<file path="src/rtl/stream_ato_radix_parser.sv">
// Streaming ASCII-to-integer converter: one byte per beat, radix 2/8/10/16 chosen per string,
// result (value, length, overflow, stopped) presented on a held valid/ready output.
module stream_ato_radix_parser #(
    parameter  int WIDTH   = 32,
    parameter  int MAX_LEN = 64,
    localparam int LW      = $clog2(MAX_LEN + 1)
) (
    input  logic             clk,
    input  logic             rst,
    input  logic [1:0]       mode,
    input  logic             in_valid,
    output logic             in_ready,
    input  logic [7:0]       in_data,
    input  logic             in_last,
    output logic             out_valid,
    input  logic             out_ready,
    output logic [WIDTH-1:0] out_value,
    output logic [LW-1:0]    out_len,
    output logic             out_overflow,
    output logic             out_stopped,
    output logic [1:0]       dbg_state
);

    // Handshakes: a beat transfers on a rising clk edge where valid & ready are both high;
    // valid never waits on ready, and the DONE result stays stable until out_ready.

    typedef enum logic [1:0] {
        IDLE  = 2'd0,
        PARSE = 2'd1,
        SKIP  = 2'd2,
        DONE  = 2'd3
    } state_t;

    localparam logic [1:0] MODE_DEC = 2'b00;
    localparam logic [1:0] MODE_HEX = 2'b01;
    localparam logic [1:0] MODE_OCT = 2'b10;
    localparam logic [1:0] MODE_BIN = 2'b11;

    state_t state;
    state_t state_nx;

    logic [1:0]       mode_q;
    logic [WIDTH-1:0] acc;
    logic [LW-1:0]    len;
    logic             neg;
    logic             overflow;
    logic             stopped;
    logic [WIDTH-1:0] result;

    logic             take;
    logic             active;
    logic             parsing;
    logic [1:0]       cur_mode;
    logic [3:0]       dig_val;
    logic             is_digit;
    logic             is_under;
    logic             is_sign;
    logic             legal;
    logic [4:0]       radix;
    logic [WIDTH+3:0] prod;
    logic [WIDTH-1:0] acc_nx;
    logic             neg_nx;
    logic [LW-1:0]    len_inc;

    assign take     = in_valid && in_ready;
    assign active   = (state == IDLE) || (state == PARSE);
    assign parsing  = take && active;
    // The first byte of a string sees the live mode input; later bytes use the latched copy.
    assign cur_mode = (state == IDLE) ? mode : mode_q;

    // State register
    always_ff @(posedge clk) begin
        if (rst) begin
            state <= IDLE;
        end else begin
            state <= state_nx;
        end
    end

    // Next-state logic
    always_comb begin
        state_nx = state;
        case (state)
            IDLE, PARSE: begin
                if (take) begin
                    if (in_last) begin
                        state_nx = DONE;
                    end else if (!legal) begin
                        state_nx = SKIP;
                    end else begin
                        state_nx = PARSE;
                    end
                end
            end
            SKIP: begin
                if (take && in_last) begin
                    state_nx = DONE;
                end
            end
            DONE: begin
                if (out_ready) begin
                    state_nx = IDLE;
                end
            end
            default: state_nx = IDLE;
        endcase
    end

    // FSM outputs
    always_comb begin
        in_ready  = (state != DONE) && !rst;
        out_valid = (state == DONE);
        dbg_state = state;
    end

    // Character classification
    always_comb begin
        dig_val  = 4'd0;
        is_digit = 1'b0;
        if (in_data >= "0" && in_data <= "9") begin
            dig_val = in_data[3:0];
            case (cur_mode)
                MODE_DEC, MODE_HEX: is_digit = 1'b1;
                MODE_OCT:           is_digit = (in_data <= "7");
                MODE_BIN:           is_digit = (in_data <= "1");
                default:            is_digit = 1'b0;
            endcase
        end else if ((in_data >= "a" && in_data <= "f") || (in_data >= "A" && in_data <= "F")) begin
            dig_val  = in_data[3:0] + 4'd9;
            is_digit = (cur_mode == MODE_HEX);
        end
        is_under = (in_data == "_");
        is_sign  = (in_data == "-") && (state == IDLE) && (cur_mode == MODE_DEC);
        legal    = is_digit || is_under || is_sign;
    end

    always_comb begin
        case (cur_mode)
            MODE_DEC: radix = 5'd10;
            MODE_HEX: radix = 5'd16;
            MODE_OCT: radix = 5'd8;
            default:  radix = 5'd2;
        endcase
    end

    // Four guard bits hold everything that can spill out of one acc*R + d step.
    assign prod    = {4'b0000, acc} * (WIDTH + 4)'(radix) + (WIDTH + 4)'(dig_val);
    assign len_inc = (len == LW'(MAX_LEN)) ? len : len + LW'(1);

    always_comb begin
        acc_nx = acc;
        neg_nx = neg;
        if (parsing && is_digit) begin
            acc_nx = prod[WIDTH-1:0];
        end
        if (parsing && is_sign) begin
            neg_nx = 1'b1;
        end
    end

    // Datapath: accumulation, flags and the held result
    always_ff @(posedge clk) begin
        if (rst) begin
            mode_q   <= MODE_DEC;
            acc      <= '0;
            len      <= '0;
            neg      <= 1'b0;
            overflow <= 1'b0;
            stopped  <= 1'b0;
            result   <= '0;
        end else if (state == DONE) begin
            if (out_ready) begin
                acc      <= '0;
                len      <= '0;
                neg      <= 1'b0;
                overflow <= 1'b0;
                stopped  <= 1'b0;
                result   <= '0;
            end
        end else if (take) begin
            if (state == IDLE) begin
                mode_q <= mode;
            end
            if (parsing) begin
                acc <= acc_nx;
                neg <= neg_nx;
                if (is_digit) begin
                    overflow <= overflow || (prod[WIDTH+3:WIDTH] != 4'd0);
                end
                if (legal) begin
                    len <= len_inc;
                end else begin
                    stopped <= 1'b1;
                end
            end
            if (in_last) begin
                result <= neg_nx ? (~acc_nx + WIDTH'(1)) : acc_nx;
            end
        end
    end

    assign out_value    = result;
    assign out_len      = len;
    assign out_overflow = overflow;
    assign out_stopped  = stopped;

endmodule

</file>
<file path="config.mk">
export PLATFORM = sky130hd
export DESIGN_NAME = stream_ato_radix_parser
export DESIGN_NICKNAME = d
export VERILOG_FILES = /design/src/rtl/stream_ato_radix_parser.sv
export SDC_FILE = /design/constraint.sdc
export NUM_CORES = 1
export LEC_CHECK = 0
export BUFFER_PORTS_ARGS = -buffer_cell sky130_fd_sc_hd__buf_2
export CORE_UTILIZATION = 40
export DETAILED_ROUTE_END_ITERATION = 8
export PLACE_DENSITY_LB_ADDON = 0.08
export SLEW_MARGIN = 0
export SYNTH_ARGS = -nofsm -noshare
export SYNTH_HDL_FRONTEND = slang
export SYNTH_SLANG_ARGS = --single-unit
</file>
<file path="constraint.sdc">
create_clock -name clk -period 6.1 [get_ports clk]
set_input_delay 0 -clock clk [delete_from_list [all_inputs] [get_ports clk]]
set_output_delay 0 -clock clk [all_outputs]
set_load 0.03 [all_outputs]
</file>
==> flow_metrics.tcl, run 1 <==
set metrics [dict create \
    boundaryPins 60 \
    critical_path.startpoint_type "flip-flop" \
    clk_pin_slew_worst_paths_ps 60 \
    min_to "dbg_state[1]$_SDFFE_PP0P_" \
    hold_violations_final 0 \
    synth_largest_type_area_fraction_pct 17.7 \
    place.detailed.hpwl_um 19800 \
    synth.area.top_cells "sky130_fd_sc_hd__dfxtp_1 (18%), sky130_fd_sc_hd__ha_1 (16%), sky130_fd_sc_hd__fa_1 (6.8%), sky130_fd_sc_hd__inv_1 (5.6%), sky130_fd_sc_hd__and2_1 (5.0%)" \
    final_min_period_over_clock_period_pct 93.9 \
    die_y_um 151 \
    drt_first_iter_violations 352 \
    slew_headroom_pct 26.2 \
    clock_path_buffers 2 \
    timing.rr.start "dbg_state[0]$_SDFFE_PP0P_" \
    unrepaired_setup_endpoints_after_global_routing "false" \
    finish.cell_count_without_fillers 1471 \
    power_density_nw_per_um2 128 \
    criticalPathCategory "flip-flop to flip-flop" \
    initial_utilization_pct 40.6 \
    syn_nets 1295 \
    worst_setup_path_end_kind "flip-flop" \
    hold-path-cell-count 3 \
    wl_per_cell_um 17.3 \
    cts.sink_count 78 \
    antenna_found_initial 0 \
    ctsRootBufferMaster "sky130_fd_sc_hd__clkbuf_16" \
    gr-usage-met2_pct 39.1 \
    port_buffers 59 \
    antenna_cells 0 \
    outcome "finished clean" \
    dpl_worst_slack_ps 105 \
    dieWidth_um 151 \
    drt_first_pass_iters 5 \
    synth_common_cells "sky130_fd_sc_hd__inv_1 (131), sky130_fd_sc_hd__ha_1 (112), sky130_fd_sc_hd__nand2_1 (92)" \
    max_freq_mhz 175 \
    vias_in_the_first_global_route 7535 \
    fin_hold_ws_ps 34.5 \
    numCtsBuffers 9 \
    syn2layout_area_growth_pct 12.2 \
    syn_area_sq_um 8840 \
    worstMarginPinSlew_ps 1100 \
    launch_point_of_the_worst_hold_path "in_last" \
    detailroute.via_count 7922 \
    place.gp.congestion 0.884 \
    crit_required_ps 6320 \
    timing.reg2reg.setup_slack_ps 370 \
    power.ir.vdd_worst_v 0.000127 \
    period_minus_slack_ps 5730 \
    setup_viol 0 \
    number_of_synthesized_register_bits 78 \
    setup_slack_ps 373 \
    ant_nets 0 \
    grt_util_all_layers_pct 23.1 \
    static-leakage-power_uw 0.00468 \
    share_of_synthesized_area_occupied_by_flip_flops_and_latches_pct 17.7 \
    detailed_place.area_sq_um 9470 \
    ys_async_sr_fraction_pct 0 \
    reg2reg_to "out_value[31]$_SDFFE_PP0P_" \
    holdCritPathClass "primary input to flip-flop" \
    route.detailed.vias_per_inst 5.39 \
    clk_latency_ps 350 \
    grt_util_met1_pct 31.0 \
    postRouteWirelength_um 25500 \
    grt_overflow_total 0 \
    htree_num_levels 3 \
    die_area_sq_um 22700 \
    worst-path-max-fanout 11 \
    globalRouteMet3Util_pct 3.24 \
    syn_avg_cell_area_sq_um 7.77 \
    grt_start_max_net_pins 55 \
    setup_total_negative_slack_ps 0 \
    cts_tree "yes" \
    num-nets-final 1343 \
    layout_cells_sized_above_1_pct 12.8 \
    placementRows 54 \
    max_cap_viol_count 0 \
    synth_top_area_cell "sky130_fd_sc_hd__dfxtp_1" \
    synth_edf_count 0 \
    synthesis.instances 1138 \
    top_usage_layer "met2" \
    timing.critical_path.arrival_ps 5950 \
    drt_drc_violations_left 0 \
    ys_types 84 \
    core_region_area_sq_um 21800 \
    report.final.slew_viol_count 0 \
    clock-skew-final_ps 11.1 \
    final_design_area_no_fill_sq_um 9920 \
    r2r_cells 22 \
    placedCellCount 1453 \
    dominant_synthesized_flop_cell "sky130_fd_sc_hd__dfxtp_1" \
    grt_first_pass_wirelength_um 40400 \
    yosys_warning_total 0 \
    post-synth-top-count-cell "sky130_fd_sc_hd__inv_1" \
]
[cell usage in the layout, fill, tap and decap left out, types with 11 or more instances in the layout]
cell type                  instances
sky130_fd_sc_hd__a22oi_1          22
sky130_fd_sc_hd__nor2_1           80
sky130_fd_sc_hd__buf_4            23
sky130_fd_sc_hd__nand2b_1         34
sky130_fd_sc_hd__a21o_1           15
sky130_fd_sc_hd__buf_2            59
sky130_fd_sc_hd__a21oi_1          78
sky130_fd_sc_hd__or3_1            13
sky130_fd_sc_hd__inv_1           131
sky130_fd_sc_hd__o21ai_0          43
sky130_fd_sc_hd__o21ai_1          20
sky130_fd_sc_hd__ha_1            112
sky130_fd_sc_hd__and3_1           11
sky130_fd_sc_hd__dfxtp_1          78
sky130_fd_sc_hd__fa_1             29
sky130_fd_sc_hd__nand3_1          24
sky130_fd_sc_hd__xnor2_1          30
sky130_fd_sc_hd__a31oi_1          14
sky130_fd_sc_hd__and2_1           70
sky130_fd_sc_hd__nand2_1          92
sky130_fd_sc_hd__nor3_1           15
sky130_fd_sc_hd__xor2_1           21
[state kept, by name (all words and copies together) (netlist names)]
| register | cells |
|---|---|
| out_len | 7 |
| neg | 1 |
| out_value | 32 |
| dbg_state | 2 |
| out_overflow | 1 |
| acc | 32 |
| mode_q | 2 |
| out_stopped | 1 |
[cell type report]
type,count,area [sq um]
clock inverters,6,93.8
well taps,280,350
flip-flops and latches,78,1560
repair buffers,84,489
inverters,131,492
clock buffers,10,229
fillers,2282,11800
multi-input cells,882,6700
[per-layer routing]
layer	up-vias	share of wire [%]
met2	114	47
met1	3765	49
li1	4024	-
met4	0	1.4
met3	19	2.7
met5	-	0
[logic make-up after synthesis]
family	count (synthesis)	synth area share (%)
AND/OR/NAND/NOR	390	23.3
AO/OA/AOI/OAI	285	21.9
buffers and inverters	178	7.85
adder cells (fa/ha/maj)	142	22.6
flip-flops	78	17.7
XOR/XNOR	51	5.05
multiplexers	14	1.66
[timing repair]
item,in CTS,in global routing
endpoints found under the hold margin,1,0
gates resized for setup,0,21
buffers inserted,0,1
hold buffers,1,0
setup endpoints to repair,0,17
[worst max-delay path by stage]
stage	start	to	slack (ps)
5_1_grt	dbg_state[0]$_SDFFE_PP0P_	out_value[31]$_SDFFE_PP0P_	2
2_1_floorplan	dbg_state[1]$_SDFFE_PP0P_	out_value[30]$_SDFFE_PP0P_	190
4_1_cts	dbg_state[0]$_SDFFE_PP0P_	out_value[31]$_SDFFE_PP0P_	70
3_5_place_dp	dbg_state[0]$_SDFFE_PP0P_	out_value[31]$_SDFFE_PP0P_	100
6_report	dbg_state[0]$_SDFFE_PP0P_	out_value[31]$_SDFFE_PP0P_	370
3_3_place_gp	dbg_state[0]$_SDFFE_PP0P_	out_value[31]$_SDFFE_PP0P_	160
[metrics by stage]
step,power [uW],utilization (%)
6_report,1270,45.6
4_1_cts,1280,45.1
2_1_floorplan,620,-
3_5_place_dp,681,43.5
3_3_place_gp,681,43.5
5_1_grt,1310,45.6
[power breakdown]
part	internal (uW)	total, uW	switching (uW)	leakage [uW]
Sequential	513	515	2.73	0.000629
Clock	362	594	233	0.000153
Combinational	52.1	158	106	0.00390
[worst max-delay path, cell delays in order, from the launching register on]
cell                       delay [ps]
sky130_fd_sc_hd__dfxtp_1          330
sky130_fd_sc_hd__nor2_4           170
sky130_fd_sc_hd__mux2i_2          280
sky130_fd_sc_hd__inv_1            100
sky130_fd_sc_hd__ha_1             240
sky130_fd_sc_hd__buf_4            190
sky130_fd_sc_hd__and2_1           160
sky130_fd_sc_hd__ha_1             290
sky130_fd_sc_hd__ha_1             300
sky130_fd_sc_hd__fa_1             570
sky130_fd_sc_hd__inv_1             70
sky130_fd_sc_hd__fa_2             410
sky130_fd_sc_hd__nand2b_1         190
sky130_fd_sc_hd__a211o_4          370
sky130_fd_sc_hd__a2111o_1         490
sky130_fd_sc_hd__a21oi_4          230
sky130_fd_sc_hd__o21a_4           180
sky130_fd_sc_hd__a21o_1           120
sky130_fd_sc_hd__o31ai_2           90
sky130_fd_sc_hd__nor4_4           370
sky130_fd_sc_hd__a41oi_2          170
sky130_fd_sc_hd__xnor2_1          190
sky130_fd_sc_hd__o21ai_1           70
No activity file was read; power rests on OpenSTA's default activity.
==> run 2, diff against run 1 <==
==> constraint.sdc (replaced) <==
create_clock -name clk -period 6.55 [get_ports clk]
set_input_delay 0 -clock clk [delete_from_list [all_inputs] [get_ports clk]]
set_output_delay 0 -clock clk [all_outputs]
set_load 0.03 [all_outputs]
==> run 2 against run 1 <==
Compared with the run above: critical path depth unchanged; register-to-register slack better by 110 ps; highest routed layer unchanged; non-clock buffer count decreased by 9; final cell count is 0.68% lower.
==> flow_metrics.tcl, run 2 (same netlist as run 1, synthesis figures left out) <==
set metrics [dict create \
    outcome "finished clean" \
    cts_tree "yes" \
    max_freq_mhz 165 \
    hold_violations_final 0 \
    max_cap_viol_count 0 \
    clockPowerShare_pct 44.8 \
    boundaryPins 60 \
    vias_in_the_first_global_route 7550 \
    drt_first_iter_violations 481 \
    power.ir.vdd_worst_v 0.000122 \
    syn2layout_area_growth_pct 9.81 \
    die_y_um 151 \
    place.detailed.hpwl_um 19300 \
    antenna_found_initial 0 \
    report.final.slew_viol_count 0 \
    top_usage_layer "met2" \
    grt_start_max_net_pins 56 \
    p_int_uw 815 \
    wl_per_cell_um 17.1 \
    crit_required_ps 6780 \
    numCtsBuffers 9 \
    worstMarginPinSlew_ps 1220 \
    ant_nets 0 \
    place.gp.congestion 0.861 \
    layout.cells.most_common "sky130_fd_sc_hd__inv_1" \
    power.net_switching_uw 312 \
    slew_headroom_pct 16.3 \
    share_comb_of_total_power_pct 12.5 \
    postRouteWirelength_um 25000 \
    setup_total_negative_slack_ps 0 \
    clock-skew-final_ps 4.06 \
    port_buffers 59 \
    globalRouteMet3Util_pct 2.58 \
    power_density_nw_per_um2 116 \
    grt_util_met1_pct 31.7 \
    power.share.sequential_pct 42.6 \
    core_region_area_sq_um 21800 \
    grt_overflow_total 0 \
    critical_path.startpoint_type "flip-flop" \
    static-leakage-power_uw 0.00461 \
    post_cts_buffers 0 \
    timing.critical_path.from "dbg_state[1]$_SDFFE_PP0P_" \
    cts.sink_count 78 \
    setup_viol 0 \
    timing.rr.start "dbg_state[1]$_SDFFE_PP0P_" \
    detailroute.via_count 7883 \
    criticalPathCategory "flip-flop to flip-flop" \
    power_uw 1130 \
    grt_first_pass_wirelength_um 40600 \
    final.fill_count 2291 \
    cts.hold.buffers_added 1 \
    worst_setup_path_end_kind "flip-flop" \
    placementRows 54 \
    fin_hold_ws_ps 10.8 \
    clk_pin_slew_worst_paths_ps 60 \
    unrepaired_setup_endpoints_after_global_routing "false" \
    htree_num_levels 3 \
    holdCritPathClass "primary input to flip-flop" \
    clk_latency_ps 350 \
    ctsRootBufferMaster "sky130_fd_sc_hd__clkbuf_16" \
    timing.critical_path.arrival_ps 6300 \
    antenna_cells 0 \
    dieWidth_um 151 \
    gr-usage-met2_pct 38.5 \
    grt_util_all_layers_pct 23.0 \
    drt_drc_violations_left 0 \
    die_area_sq_um 22700 \
    initial_utilization_pct 40.6 \
    launch_point_of_the_worst_hold_path "in_last" \
    num-nets-final 1334 \
    final_min_period_over_clock_period_pct 92.7 \
    route.detailed.vias_per_inst 5.40 \
    commonest_cells_after_routing_fill_and_taps_aside "sky130_fd_sc_hd__inv_1 (131), sky130_fd_sc_hd__ha_1 (112), sky130_fd_sc_hd__nand2_1 (92)" \
    drt_first_pass_iters 5 \
    period_minus_slack_ps 6070 \
    worst-path-max-fanout 35 \
    layout_cells_sized_above_1_pct 11.1 \
    switching_share_pct 27.7 \
    postCtsResizedCells 0 \
    clock_path_buffers 2 \
]
[run 2: final cells by class]
type | instances | area [sq um] | area share [%]
clock buffer | 9 | 225 | 2.32
tap | 280 | 350 | 3.61
clock inverter | 6 | 63.8 | 0.657
sequential | 78 | 1560 | 16.1
multi-input combinational | 882 | 6600 | 68.0
inverter | 131 | 492 | 5.07
timing repair buffer | 75 | 418 | 4.30
[run 2: power groups by stage]
stage	Combinational [uW]	Clock [uW]	Sequential, uW
2_1_floorplan	82.8	0	495
3_3_place_gp	141	0	491
6_report	142	505	481
5_1_grt	154	533	481
4_1_cts	142	516	481
3_5_place_dp	141	0	491
[run 2: final timing paths]
kind	to	slack (ps)	cells past startpoint
worst max-delay path	out_value[31]$_SDFFE_PP0P_	480	22
worst min register to register	out_value[20]$_SDFFE_PP0P_	450	2
worst max register to register	out_value[31]$_SDFFE_PP0P_	480	22
worst min-delay path	dbg_state[1]$_SDFFE_PP0P_	10	3
[run 2: metal layers]
layer | up-vias | wire length (um)
li1 | 4008 | -
met1 | 3713 | 12100
met2 | 145 | 11700
met3 | 17 | 902
met4 | 0 | 297
met5 | - | 0
[run 2: metrics by stage]
step / std cells / area, sq um / util [%] / setup WS [ps]
2_1_floorplan: 1138 / 8840 / - / 638
3_3_place_gp: 1445 / 9410 / 43.2 / 550
3_5_place_dp: 1445 / 9410 / 43.2 / 514
4_1_cts: 1461 / 9710 / 44.6 / 486
5_1_grt: 1461 / 9710 / 44.6 / 73.6
6_report: 1461 / 9710 / 44.6 / 479
[run 2: worst max-delay path, stage by stage (launching register included)]
cell and delay, ps:
sky130_fd_sc_hd__dfxtp_1 380, sky130_fd_sc_hd__nor2_1 300, sky130_fd_sc_hd__mux2i_2 290, sky130_fd_sc_hd__buf_4 380
sky130_fd_sc_hd__ha_1 340, sky130_fd_sc_hd__nor2b_1 150, sky130_fd_sc_hd__ha_1 240, sky130_fd_sc_hd__ha_1 210
sky130_fd_sc_hd__fa_1 560, sky130_fd_sc_hd__inv_1 80, sky130_fd_sc_hd__fa_1 490, sky130_fd_sc_hd__nand2b_1 190
sky130_fd_sc_hd__a211o_1 350, sky130_fd_sc_hd__a21o_1 230, sky130_fd_sc_hd__a211oi_2 290, sky130_fd_sc_hd__o21a_1 190
sky130_fd_sc_hd__o31ai_1 70, sky130_fd_sc_hd__buf_4 180, sky130_fd_sc_hd__or2_2 290, sky130_fd_sc_hd__nor3_2 340
sky130_fd_sc_hd__a41oi_2 180, sky130_fd_sc_hd__xnor2_1 160, sky130_fd_sc_hd__o21ai_1 70
